**src/rtl/keypad_scanner.sv**
```systemverilog
// keypad_scanner: column-scanned matrix keypad with frame debounce, multi-key rejection and auto-repeat.
module keypad_scanner #(
    parameter int N_ROW      = 4,
    parameter int N_COL      = 4,
    parameter int DIV        = 4,
    parameter int DEB        = 3,
    parameter int REP_FRAMES = 0,
    localparam int CODE_W    = (N_ROW * N_COL > 1) ? $clog2(N_ROW * N_COL) : 1
) (
    input  logic              IN_clk,
    input  logic              IN_reset,
    input  logic [N_ROW-1:0]  IN_row,
    output logic [N_COL-1:0]  OUT_col,
    output logic [CODE_W-1:0] OUT_code,
    output logic              OUT_valid,
    output logic              OUT_held,
    output logic              OUT_release,
    output logic              OUT_multi
);
    localparam int COL_W = (N_COL > 1) ? $clog2(N_COL) : 1;
    localparam int ROW_W = (N_ROW > 1) ? $clog2(N_ROW) : 1;
    localparam int DIV_W = $clog2(DIV);
    localparam int STB_W = $clog2(DEB + 1);
    localparam int REP_W = (REP_FRAMES > 0) ? $clog2(REP_FRAMES + 1) : 1;
    localparam logic [N_COL-1:0] COL0 = N_COL'(1) << (N_COL - 1);
    localparam logic [1:0] K_NONE = 2'd0, K_KEY = 2'd1, K_MULTI = 2'd2;

    typedef enum logic {S_IDLE, S_PRESSED} state_t;

    state_t              r_state, w_state_n;
    logic [COL_W-1:0]    r_col;
    logic [DIV_W-1:0]    r_dwell;
    logic [1:0]          r_cnt, r_pkind;
    logic [CODE_W-1:0]   r_first, r_pcode, r_code;
    logic [STB_W-1:0]    r_stable;
    logic [REP_W-1:0]    r_rep;
    logic                r_valid, r_release, r_multi;

    logic                w_smp, w_end, w_same, w_match, w_commit;
    logic [1:0]          w_col_cnt, w_cnt, w_kind;
    logic [ROW_W-1:0]    w_col_row;
    logic [CODE_W-1:0]   w_col_key, w_first, w_code_n;
    logic [STB_W-1:0]    w_stable;
    logic [REP_W-1:0]    w_rep_n;
    logic                w_valid_n, w_rel_n;

    assign w_smp = r_dwell == DIV_W'(DIV - 1);
    assign w_end = w_smp && r_col == COL_W'(N_COL - 1);

    // Pressed-key count saturates at 2: only none/one/many matters.
    always_comb begin
        w_col_cnt = 2'd0;
        w_col_row = '0;
        for (int r = N_ROW - 1; r >= 0; r--)
            if (IN_row[N_ROW-1-r]) begin
                w_col_cnt = (w_col_cnt == 2'd0) ? 2'd1 : 2'd2;
                w_col_row = ROW_W'(r);
            end
    end

    assign w_col_key = CODE_W'(w_col_row) * CODE_W'(N_COL) + CODE_W'(r_col);
    assign w_cnt     = (r_cnt == 2'd0) ? w_col_cnt : (w_col_cnt == 2'd0) ? r_cnt : 2'd2;
    assign w_first   = (r_cnt == 2'd0) ? w_col_key : r_first;
    assign w_kind    = (w_cnt == 2'd0) ? K_NONE : (w_cnt == 2'd1) ? K_KEY : K_MULTI;
    assign w_same    = w_kind == r_pkind && (w_kind != K_KEY || w_first == r_pcode);
    assign w_stable  = (w_kind == K_MULTI) ? '0 : !w_same ? STB_W'(1) :
                       (r_stable == STB_W'(DEB)) ? r_stable : r_stable + 1'b1;
    assign w_match   = r_state == S_PRESSED && w_kind == K_KEY && w_first == r_code;
    assign w_commit  = w_end && w_kind != K_MULTI && w_stable == STB_W'(DEB) &&
                       ((w_kind == K_NONE) ? r_state == S_PRESSED : !w_match);

    always_ff @(posedge IN_clk) begin
        if (IN_reset) begin
            r_col    <= '0;
            r_dwell  <= '0;
            r_cnt    <= '0;
            r_first  <= '0;
            r_pkind  <= K_NONE;
            r_pcode  <= '0;
            r_stable <= '0;
            r_multi  <= 1'b0;
        end else begin
            r_dwell <= w_smp ? '0 : r_dwell + 1'b1;
            if (w_smp) begin
                r_col   <= w_end ? '0 : r_col + 1'b1;
                r_cnt   <= w_end ? 2'd0 : w_cnt;
                r_first <= w_end ? '0 : w_first;
            end
            if (w_end) begin
                r_pkind  <= w_kind;
                r_pcode  <= w_first;
                r_stable <= w_stable;
                r_multi  <= w_kind == K_MULTI;
            end
        end
    end

    always_comb begin
        w_state_n = r_state;
        w_code_n  = r_code;
        w_valid_n = 1'b0;
        w_rel_n   = 1'b0;
        w_rep_n   = r_rep;
        if (w_commit && w_kind == K_KEY) begin
            w_state_n = S_PRESSED;
            w_code_n  = w_first;
            w_valid_n = 1'b1;
            w_rep_n   = '0;
        end else if (w_commit) begin
            w_state_n = S_IDLE;
            w_rel_n   = 1'b1;
        end else if (REP_FRAMES > 0 && w_end && w_match && w_stable == STB_W'(DEB)) begin
            w_valid_n = r_rep == REP_W'(REP_FRAMES - 1);
            w_rep_n   = w_valid_n ? '0 : r_rep + 1'b1;
        end
    end

    always_ff @(posedge IN_clk) begin
        if (IN_reset) begin
            r_state   <= S_IDLE;
            r_code    <= '0;
            r_valid   <= 1'b0;
            r_release <= 1'b0;
            r_rep     <= '0;
        end else begin
            r_state   <= w_state_n;
            r_code    <= w_code_n;
            r_valid   <= w_valid_n;
            r_release <= w_rel_n;
            r_rep     <= w_rep_n;
        end
    end

    assign OUT_col     = COL0 >> r_col;
    assign OUT_code    = r_code;
    assign OUT_valid   = r_valid;
    assign OUT_held    = r_state == S_PRESSED;
    assign OUT_release = r_release;
    assign OUT_multi   = r_multi;
endmodule
```
**config.mk**
```make
export PLATFORM = sky130hd
export DESIGN_NAME = keypad_scanner
export DESIGN_NICKNAME = d
export VERILOG_FILES = /design/src/rtl/keypad_scanner.sv
export SDC_FILE = /design/constraint.sdc
export NUM_CORES = 1
export LEC_CHECK = 0
export CORE_AREA = 2 2 54 56
export DETAILED_ROUTE_END_ITERATION = 7
export DIE_AREA = 0 0 56 58
export PLACE_DENSITY = 0.81
export SLEW_MARGIN = 25
export SYNTH_ARGS = -nofsm -noshare
export SYNTH_HDL_FRONTEND = slang
export SYNTH_SLANG_ARGS = --single-unit
export TNS_END_PERCENT = 20
```
**constraint.sdc**
```tcl
create_clock -name IN_clk -period 4.5 [get_ports IN_clk]
set_input_delay 0.9 -clock IN_clk [delete_from_list [all_inputs] [get_ports IN_clk]]
set_output_delay 0.9 -clock IN_clk [all_outputs]
set_load 0.01 [all_outputs]
```
; ---- Word level (Yosys, flattened, before mapping)
; Index checks and enable logic that the tools add are counted.
[op_classes]
n_addsub = 4
reduce_logical = 20
n_eq_ne = 12
n_mux = 27
shifts = 1
[ops]
columns = op, n
row1 = 2-bit 2-to-1 mux, 19
row2 = 2-bit logical NOT, 7
row3 = 2-bit == test (second input constant), 5
row4 = 4-bit == test, 2
row5 = 1-bit logical AND, 8
row6 = 4-bit 2-to-1 mux, 2
row7 = 2-bit by 1-bit adder with 2-bit output (second input constant), 3
row8 = 1-bit 2-to-1 mux, 6
row9 = 4-bit by 2-bit adder with 4-bit output, 1
row10 = 2-bit by 1-bit == test with 1-bit output (second input constant), 2
row11 = 2-bit OR reduction, 2
row12 = 4-bit by 2-bit right shift with 4-bit output (first input constant), 1
row13 = 2-bit == test, 1
row14 = 2-bit by 1-bit != test with 1-bit output (second input constant), 1
row15 = 2-bit != test (second input constant), 1
row16 = 2-bit nonzero test, 1
row17 = 1-bit logical NOT, 1
row18 = 1-bit logical OR, 1
[word_totals]
register_bits = 26
in_bits = 6
output_inout_bits = 12

; ---- Longest topological paths before layout
; Gate-level depths: netlist (run 1).
[logic_depth]
ltp_word = 26
depth_mapped = 8

; ---- Worst setup path after synthesis (run 1)
; Ideal clock, no wire load.
[synth_timing]
kind = in2reg
start = input port IN_row[0]
end = register r_stable[0]
arrival_time_ns = 2.708
stages = 8
required_ns = 4.405
setup_slack_ns = 1.696
path_cell_list = inv_1 -> ha_1 -> nor3b_1 -> nor3_1 -> or3_1 -> a21boi_0 -> mux2_2 -> a221oi_1
[synth_via]
elab_chain_cells = 21
word_cells_on_any_way = 31
cone_classes = add/sub: 1 / eq/ne: 5 / mux: 18 / reduce/logical: 7
[synth_rtl]
columns = item, line
row1 = start: declaration, 12  ; input logic [N_ROW-1:0] IN_row,
row2 = 1-bit 2-to-1 mux, 55  ; if (IN_row[N_ROW-1-r]) begin
row3 = 2-bit logical NOT, 56  ; w_col_cnt = (w_col_cnt == 2'd0) ? 2'd1 : 2'd2;
row4 = 2-bit 2-to-1 mux, 56
row5 = 2-bit 2-to-1 mux, 55
row6 = 2-bit logical NOT, 56
row7 = 2-bit 2-to-1 mux, 56
row8 = 2-bit 2-to-1 mux, 55
row9 = 2-bit logical NOT, 56
row10 = [3 not listed], n/a
row11 = 2-bit 2-to-1 mux (2 in series), 62  ; assign w_cnt = (r_cnt == 2'd0) ? w_col_cnt : (w_col_cnt == 2'd0) ? r_cnt : 2'd2;
row12 = 2-bit by 1-bit == test with 1-bit output, 64  ; assign w_kind = (w_cnt == 2'd0) ? K_NONE : (w_cnt == 2'd1) ? K_KEY : K_MULTI;
row13 = 2-bit 2-to-1 mux (2 in series), 64
row14 = 2-bit by 1-bit != test with 1-bit output, 65  ; assign w_same = w_kind == r_pkind && (w_kind != K_KEY || w_first == r_pcode);
row15 = 1-bit logical OR, 65
row16 = 1-bit logical AND, 65
row17 = 2-bit 2-to-1 mux, 66  ; assign w_stable = (w_kind == K_MULTI) ? '0 : !w_same ? STB_W'(1) :
row18 = 2-bit 2-to-1 mux (*), 66
row19 = end signal: assignment, 92  ; r_stable <= w_stable;
row20 = end: declaration, 35  ; logic [STB_W-1:0] r_stable;
; Every way passes the cells marked *; elsewhere a longest branch is shown, timed or not.
; A chain may end at the register's enable or synchronous reset.

; ---- Final worst setup path (run 1)
[layout_timing]
start = input port IN_row[0]
end = register r_code[3] (netlist: OUT_code[3])
[layout_via]
elab_chain_cells = 25
word_cells_on_any_way = 44
cone_classes = add/sub: 1 / eq/ne: 9 / mux: 19 / reduce/logical: 15
[layout_rtl]
columns = item, line
row1 = 1-bit 2-to-1 mux, 55
row2 = 2-bit logical NOT, 56
row3 = 2-bit 2-to-1 mux, 56
row4 = 2-bit 2-to-1 mux, 55
row5 = 2-bit logical NOT, 56
row6 = 2-bit 2-to-1 mux, 56
row7 = 2-bit 2-to-1 mux, 55
row8 = 2-bit logical NOT, 56
row9 = [6 not listed], n/a
row10 = 2-bit 2-to-1 mux (2 in series), 64
row11 = 2-bit by 1-bit != test with 1-bit output, 65
row12 = 1-bit logical OR, 65
row13 = 1-bit logical AND, 65
row14 = 2-bit 2-to-1 mux (2 in series), 66
row15 = 2-bit == test, 69  ; assign w_commit = w_end && w_kind != K_MULTI && w_stable == STB_W'(DEB) &&
row16 = 1-bit logical AND (2 in series), 69
row17 = 1-bit logical AND, 104  ; if (w_commit && w_kind == K_KEY) begin
row18 = end signal: assignment, 127  ; r_code <= w_code_n;
row19 = end: declaration, 34  ; logic [CODE_W-1:0] r_first, r_pcode, r_code;
; Parallel ways exist; a longest one is shown, timed or not.

==> metrics.json, run 1 <==
{
  "topRoutingLayerUsed": "met4",
  "tritoncts": "done",
  "standard_cell_row_count": 19,
  "syn_inst": 173,
  "worst_hold_path.num_cells": 1,
  "power.static_leakage_nw": 0.605,
  "path_clk_slew_ns": 0.13,
  "fill_cells": 244,
  "drt_pre_antenna_iters": 4,
  "hold_buffers": 0,
  "grt_start_max_net_pins": 27,
  "reg2reg_to": "OUT_code[3]$_SDFFE_PP0P_",
  "fin_nets": 201,
  "finalSetupTns_ns": 0,
  "hpwlAfterDp_mm": 2.32,
  "hold_viol_final": 0,
  "cts_made_buffers": 3,
  "wl_met3_um": 89,
  "finalWeightedCongestion": 0.848,
  "period_share_pct": 72.6,
  "route.final.wire_length_mm": 3.16,
  "cts_post_setup_buffers_inserted": 0,
  "clock_tree.htree_level_count": 1,
  "synth-xor-area-share_pct": 5.78,
  "slew_headroom_pct": 37.0,
  "critPathLaunchType": "input port",
  "worst_hold_path.endpoint": "r_dwell[0]$_SDFF_PP0_",
  "area.growth.synth_to_final_pct": 12.6,
  "synth_mux_area_share_pct": 9.08,
  "critPathBufInv": 2,
  "die_w_um": 56,
  "postPlaceCellArea_um2": 1680,
  "worst_r2r_path_depth": 7,
  "crit_path_cell_trace": "clkdlybuf4s50_1 > inv_1 > ha_1 > a211oi_1 > a31oi_1 > or3b_2 > a21oi_1 > nand3_1 > a21oi_1",
  "timing.critical_path.fanout_max": 7,
  "result_of_the_run": "completed",
  "initialDrtViolationCount": 24,
  "met2WireLength_mm": 1.55,
  "critical_path_arrival_ns": 3.52,
  "route.antenna.remaining_nets": 0,
  "count_of_inserted_antenna_diode_cells": 0,
  "numClockSinks": 25,
  "final-setup-viol-count": 0,
  "routedWlPerCell_um": 14.6,
  "drt-vias-per-instance": 5.99,
  "via_count_of_the_first_global_routing_pass": 1229,
  "synth.yosys.seq_area_share_pct": 33.0,
  "globalRouteTotalUtil_pct": 20.6,
  "floorplan.initialDensity_pct": 57.0,
  "yosys.area.top_type": "sky130_fd_sc_hd__dfxtp_1",
  "final.min_clock_period_ns": 3.27,
  "holdCritPathClass": "reg2reg",
  "clock_tree.root_cell": "sky130_fd_sc_hd__clkbuf_4",
  "ctsResizeCount": 0,
  "yosysWarningCount": 0,
  "timing.critical_path.slowest_cell_delay_ns": 0.51,
  "worst_ir_drop_vdd_mv": 0.224,
  "synth_enable_flop_cells": 0,
  "cts.path.max_buffers": 2,
  "critPathCaptureType": "flip-flop",
  "design.die.area_um2": 3250,
  "syn_area_um2": 1520,
  "regArea_um2": 500,
  "ys_types": 44,
  "core_region_area_um2": 2660,
  "m1WireLength_mm": 1.49,
  "critPathRequiredTime_ns": 4.75,
  "timing.fmax_mhz": 306,
  "synth.top_cell.area_share_pct": 33.0,
  "synthAdderAreaFrac_pct": 7.43,
  "antenna_found_initial": 0,
  "synth.top_cells.by_count": "sky130_fd_sc_hd__dfxtp_1 (25), sky130_fd_sc_hd__nor2_1 (23), sky130_fd_sc_hd__a21oi_1 (10)",
  "final_layout_size_suffix_gt1_share_pct": 6.49,
  "unrepaired_setup_endpoints_after_global_routing": "no",
  "worst_clock_skew_ns": 0.00579,
  "die_h_um": 58,
  "slew_viol_final": 0,
  "p_per_area_nw_per_um2": 234,
  "ff2ff_setup_slack_ns": 1.68,
  "holdWs_ns": 0.439,
  "multiInputGateArea_um2": 942,
  "synth_simple_gate_area_share_pct": 22.9,
  "top_level_ports": 18,
  "synth_top_family_by_area": "simple AND/OR/NAND/NOR gates",
  "synth.top_cells.by_area": "sky130_fd_sc_hd__dfxtp_1 (33%), sky130_fd_sc_hd__ha_1 (7.4%), sky130_fd_sc_hd__nor2_1 (5.7%)",
  "gr-total-overflow": 0,
  "first_pass_grt_wire_length_mm": 5.36,
  "remaining_drc_errors": 0,
  "worst_hold_startpoint": "r_dwell[0]$_SDFF_PP0_",
  "postSynth.asyncResetShare_pct": 0,
  "family_with_the_most_delay_on_the_worst_path": "compound AO/OA/AOI/OAI gates",
  "most_used_flip_flop_cell_after_synthesis": "sky130_fd_sc_hd__dfxtp_1",
  "syn-mean-instance-area_um2": 8.77,
  "stdcell_area_um2": 1710,
  "post_synthesis_compound_gate_area_fraction_pct": 16.9,
  "most_frequent_cell_on_the_critical_path": "sky130_fd_sc_hd__a21oi_1",
  "setup.worst_path.class": "in2reg",
  "buffer_ports.inserted": 17,
  "layout.core_utilization_pct": 64.1,
  "synth_most_common_cell": "sky130_fd_sc_hd__dfxtp_1",
  "timing.critical_path.slowest_stage_cell": "sky130_fd_sc_hd__clkdlybuf4s50_1",
  "tightest_slew_ns": 0.943,
  "synth-seq-cells": 25,
  "timing.rr.start": "r_dwell[0]$_SDFF_PP0_",
  "maxCapViolations": 0,
  "mappedNetlistNets": 188,
  "worst_skew_pair.late_latency_ns": 0.31,
  "dr_total_vias": 1294
}
cell usage in the layout (no fill, tap or decap), types with 2 or more instances in the layout:
cell	n
sky130_fd_sc_hd__dfxtp_1	25
sky130_fd_sc_hd__inv_1	8
sky130_fd_sc_hd__nor2_1	23
sky130_fd_sc_hd__nand3_1	4
sky130_fd_sc_hd__nor2b_1	3
sky130_fd_sc_hd__o21ai_0	6
sky130_fd_sc_hd__mux2_2	2
sky130_fd_sc_hd__a211oi_1	6
sky130_fd_sc_hd__clkdlybuf4s50_1	17
sky130_fd_sc_hd__ha_1	9
sky130_fd_sc_hd__nor4_1	2
sky130_fd_sc_hd__nand2b_1	2
sky130_fd_sc_hd__and2_1	2
sky130_fd_sc_hd__a31oi_1	2
sky130_fd_sc_hd__xnor2_1	6
sky130_fd_sc_hd__xor2_1	4
sky130_fd_sc_hd__a21oi_1	10
sky130_fd_sc_hd__nand2_1	7
sky130_fd_sc_hd__a41o_1	3
sky130_fd_sc_hd__nor3b_1	4
sky130_fd_sc_hd__mux2i_4	2
sky130_fd_sc_hd__or3_1	3
sky130_fd_sc_hd__mux2i_1	7
sky130_fd_sc_hd__clkbuf_4	3
sky130_fd_sc_hd__nor4b_1	2
sky130_fd_sc_hd__a32o_1	2
sky130_fd_sc_hd__nor3_1	5
cell families after synthesis:
group / count (synthesis)
and+or+nand+nor: 64
AOI/OAI and AO/OA: 37
DFF: 25
buffers and inverters: 17
muxes: 11
xor gates and xnor gates: 10
adders and majority gates: 9
per-stage QoR:
stage | worst slack, ns | std cells | power, mW
CTS | 1.25 | 216 | 0.403
global placement | 1.02 | 212 | 0.303
detailed placement | 0.916 | 212 | 0.306
finish | 1.23 | 216 | 0.400
floorplan | 1.70 | 173 | 0.290
global route | 1.02 | 216 | 0.420
flip-flops by register name, indices dropped and copies added (netlist names):
register and count:
OUT_held 1, r_stable 2, OUT_release 1, OUT_valid 1, r_cnt 2, r_pcode 4
r_dwell 2, OUT_code 4, r_col 2, r_first 4, r_pkind 2
routing by layer:
layer | global-route usage, % | vias up
met5 | 0 | -
met4 | 7.82 | 0
met3 | 3.13 | 4
met2 | 35.0 | 24
met1 | 26.6 | 617
li1 | - | 649
worst max path at each step:
stage,depth (start not counted),from,slack (ns),end
6_report,9,IN_row[0],1.23,OUT_code[3]$_SDFFE_PP0P_
5_1_grt,9,IN_row[0],1.02,OUT_code[2]$_SDFFE_PP0P_
4_1_cts,9,IN_row[0],1.25,OUT_code[3]$_SDFFE_PP0P_
3_5_place_dp,9,IN_row[0],0.92,OUT_code[3]$_SDFFE_PP0P_
3_3_place_gp,9,IN_row[0],1.02,r_stable[0]$_SDFFE_PP0P_
2_1_floorplan,8,IN_row[0],1.70,r_stable[0]$_SDFFE_PP0P_
cell type report:
| cell class | count | share of cell area, % |
|---|---|---|
| clock buffers | 4 | 1.54 |
| repair buffers | 17 | 9.96 |
| multi-input cells | 131 | 55.2 |
| inverters | 8 | 1.76 |
| flip-flops and latches | 25 | 29.3 |
| well taps | 31 | 2.27 |
where the power goes:
group          internal (mW)  total (mW)  switching [mW]  leakage [nW]
Combinational         0.0326      0.0721          0.0396         0.388
Sequential             0.226       0.230         0.00403         0.202
Clock                 0.0346      0.0980          0.0634        0.0150
Power figures use the tool's default switching activity.
==> run 2: changes to the inputs <==
CORE_AREA = 2 2 56 58   (was 2 2 54 56)
DIE_AREA = 0 0 58 60   (was 0 0 56 58)
PLACE_DENSITY = 0.76   (was 0.81)
clock period = 3.1 ns   (was 4.5 ns; I/O delays follow)
==> run 2 against run 1 <==
Clock-buffer cell count unchanged. Register-to-register slack got worse by 0.93 ns. Routed wire length increased by 1.8%. First-iteration DRC count increased by 96%. Global-route usage increased by 0.16 points. Sequential cell count unchanged. Power increased by 48%. Sequential power increased by 45%. Cell count increased by 5.6%.
==> metrics.json, run 2 (same netlist as run 1, synthesis figures left out) <==
{
  "result_of_the_run": "completed",
  "fin_nets": 211,
  "crit_path_start": "IN_row[1]",
  "buffer_ports.inserted": 17,
  "route.final.wire_length_mm": 3.21,
  "path_clk_slew_ns": 0.12,
  "holdWs_ns": 0.435,
  "die_h_um": 60,
  "floorplan.initialDensity_pct": 52.2,
  "antenna_found_initial": 0,
  "unrepaired_setup_endpoints_after_global_routing": "no",
  "core_region_area_um2": 2900,
  "tightest_slew_ns": 0.745,
  "worst_hold_startpoint": "r_dwell[0]$_SDFF_PP0_",
  "globalRouteTotalUtil_pct": 20.7,
  "via_count_of_the_first_global_routing_pass": 1345,
  "slew_viol_final": 0,
  "setup.worst_path.class": "in2reg",
  "finalSetupTns_ns": 0,
  "count_of_inserted_antenna_diode_cells": 0,
  "final_layout_size_suffix_gt1_share_pct": 11.3,
  "tritoncts": "done",
  "worst_ir_drop_vdd_mv": 0.243,
  "period_share_pct": 93.5,
  "critical_path_arrival_ns": 3.13,
  "ctsResizeCount": 0,
  "standard_cell_row_count": 20,
  "cts_made_buffers": 3,
  "timing.rr.start": "r_cnt[0]$_SDFFE_PP0P_",
  "maxCapViolations": 0,
  "worst_clock_skew_ns": 0.00493,
  "critPathCaptureType": "flip-flop",
  "first_pass_grt_wire_length_mm": 5.57,
  "worst_r2r_path_depth": 6,
  "clock_tree.root_cell": "sky130_fd_sc_hd__clkbuf_4",
  "area.growth.synth_to_final_pct": 17.7,
  "timing.critical_path.fanout_max": 3,
  "hold_viol_final": 0,
  "drt_pre_antenna_iters": 4,
  "holdCritPathClass": "reg2reg",
  "p_per_area_nw_per_um2": 331,
  "slew_headroom_pct": 50.2,
  "gr-total-overflow": 0,
  "worst_skew_pair.late_latency_ns": 0.32,
  "critPathLaunchType": "input port",
  "dr_total_vias": 1336,
  "timing.fmax_mhz": 345,
  "initialDrtViolationCount": 47,
  "clock_tree.htree_level_count": 1,
  "remaining_drc_errors": 0,
  "grt_start_max_net_pins": 22,
  "route.antenna.remaining_nets": 0,
  "final.min_clock_period_ns": 2.90,
  "critPathRequiredTime_ns": 3.33,
  "cts.path.max_buffers": 2,
  "power.static_leakage_nw": 0.657,
  "final-setup-viol-count": 0,
  "routedWlPerCell_um": 14.1,
  "final_common_cell": "sky130_fd_sc_hd__dfxtp_1",
  "top_library_cells_by_usage_in_the_layout_fill_and_taps_aside": "sky130_fd_sc_hd__dfxtp_1 (25), sky130_fd_sc_hd__nor2_1 (23), sky130_fd_sc_hd__clkdlybuf4s50_1 (17), sky130_fd_sc_hd__a21oi_1 (10), sky130_fd_sc_hd__buf_4 (10)",
  "hold_buffers": 0,
  "layout.core_utilization_pct": 61.5,
  "numClockSinks": 25,
  "top_level_ports": 18,
  "hpwlAfterDp_mm": 2.46,
  "cts_post_setup_buffers_inserted": 0,
  "die_w_um": 58,
  "design.die.area_um2": 3480,
  "worst_hold_path.num_cells": 1,
  "finalWeightedCongestion": 0.884,
  "drt-vias-per-instance": 5.86
}
[run 2: cell count changes in the layout (fill, tap and decap cells not counted)]
cell | previous run | this run
sky130_fd_sc_hd__buf_4 | 0 | 10
[run 2: worst max-delay path, stage by stage]
cell,delay [ns]
sky130_fd_sc_hd__clkdlybuf4s50_1,0.49
sky130_fd_sc_hd__inv_1,0.08
sky130_fd_sc_hd__ha_1,0.30
sky130_fd_sc_hd__nor3b_1,0.25
sky130_fd_sc_hd__nor3_1,0.09
sky130_fd_sc_hd__or3_1,0.37
sky130_fd_sc_hd__a21boi_0,0.30
sky130_fd_sc_hd__mux2_2,0.38
sky130_fd_sc_hd__a221oi_1,0.24
[run 2: power breakdown]
part / switching [mW] / internal, mW
sequential: 0.00596 / 0.328
combinational: 0.0586 / 0.0531
clock: 0.0947 / 0.0504
total: 0.159 / 0.431
[run 2: metrics by stage]
step                setup WS (ns)  power [mW]  instance area [µm²]  cells
CTS                         0.202       0.598                 1790    228
finish                      0.200       0.590                 1790    228
detailed placement         -0.155       0.452                 1760    224
global placement          -0.0146       0.447                 1760    224
global route              0.00630       0.621                 1790    228
floorplan                   0.576       0.421                 1520    173
[run 2: area by class of cell]
type                       instances  area (µm²)
tap                               33        41.3
fill                             256        1120
multi-input combinational        131         942
sequential                        25         500
clock buffer                       4        26.3
timing repair buffer              27         245
inverter                           8        30.0
[run 2: final timing paths]
check,to,slack (ns)
worst min register to register,r_dwell[0]$_SDFF_PP0_,0.43
worst max register to register,OUT_code[3]$_SDFFE_PP0P_,0.75
worst max-delay path,r_stable[0]$_SDFFE_PP0P_,0.20
worst min-delay path,r_dwell[0]$_SDFF_PP0_,0.43
[run 2: metal layers]
metal  wire, µm  up-vias  part of all wire [%]  GRT usage [%]
met2       1570       30                    49           37.5
met5          0        -                     0              0
met3         98        9                   3.1           2.81
li1           -      664                     -              -
met1       1460      633                    45           23.4
met4         82        0                   2.6           11.6
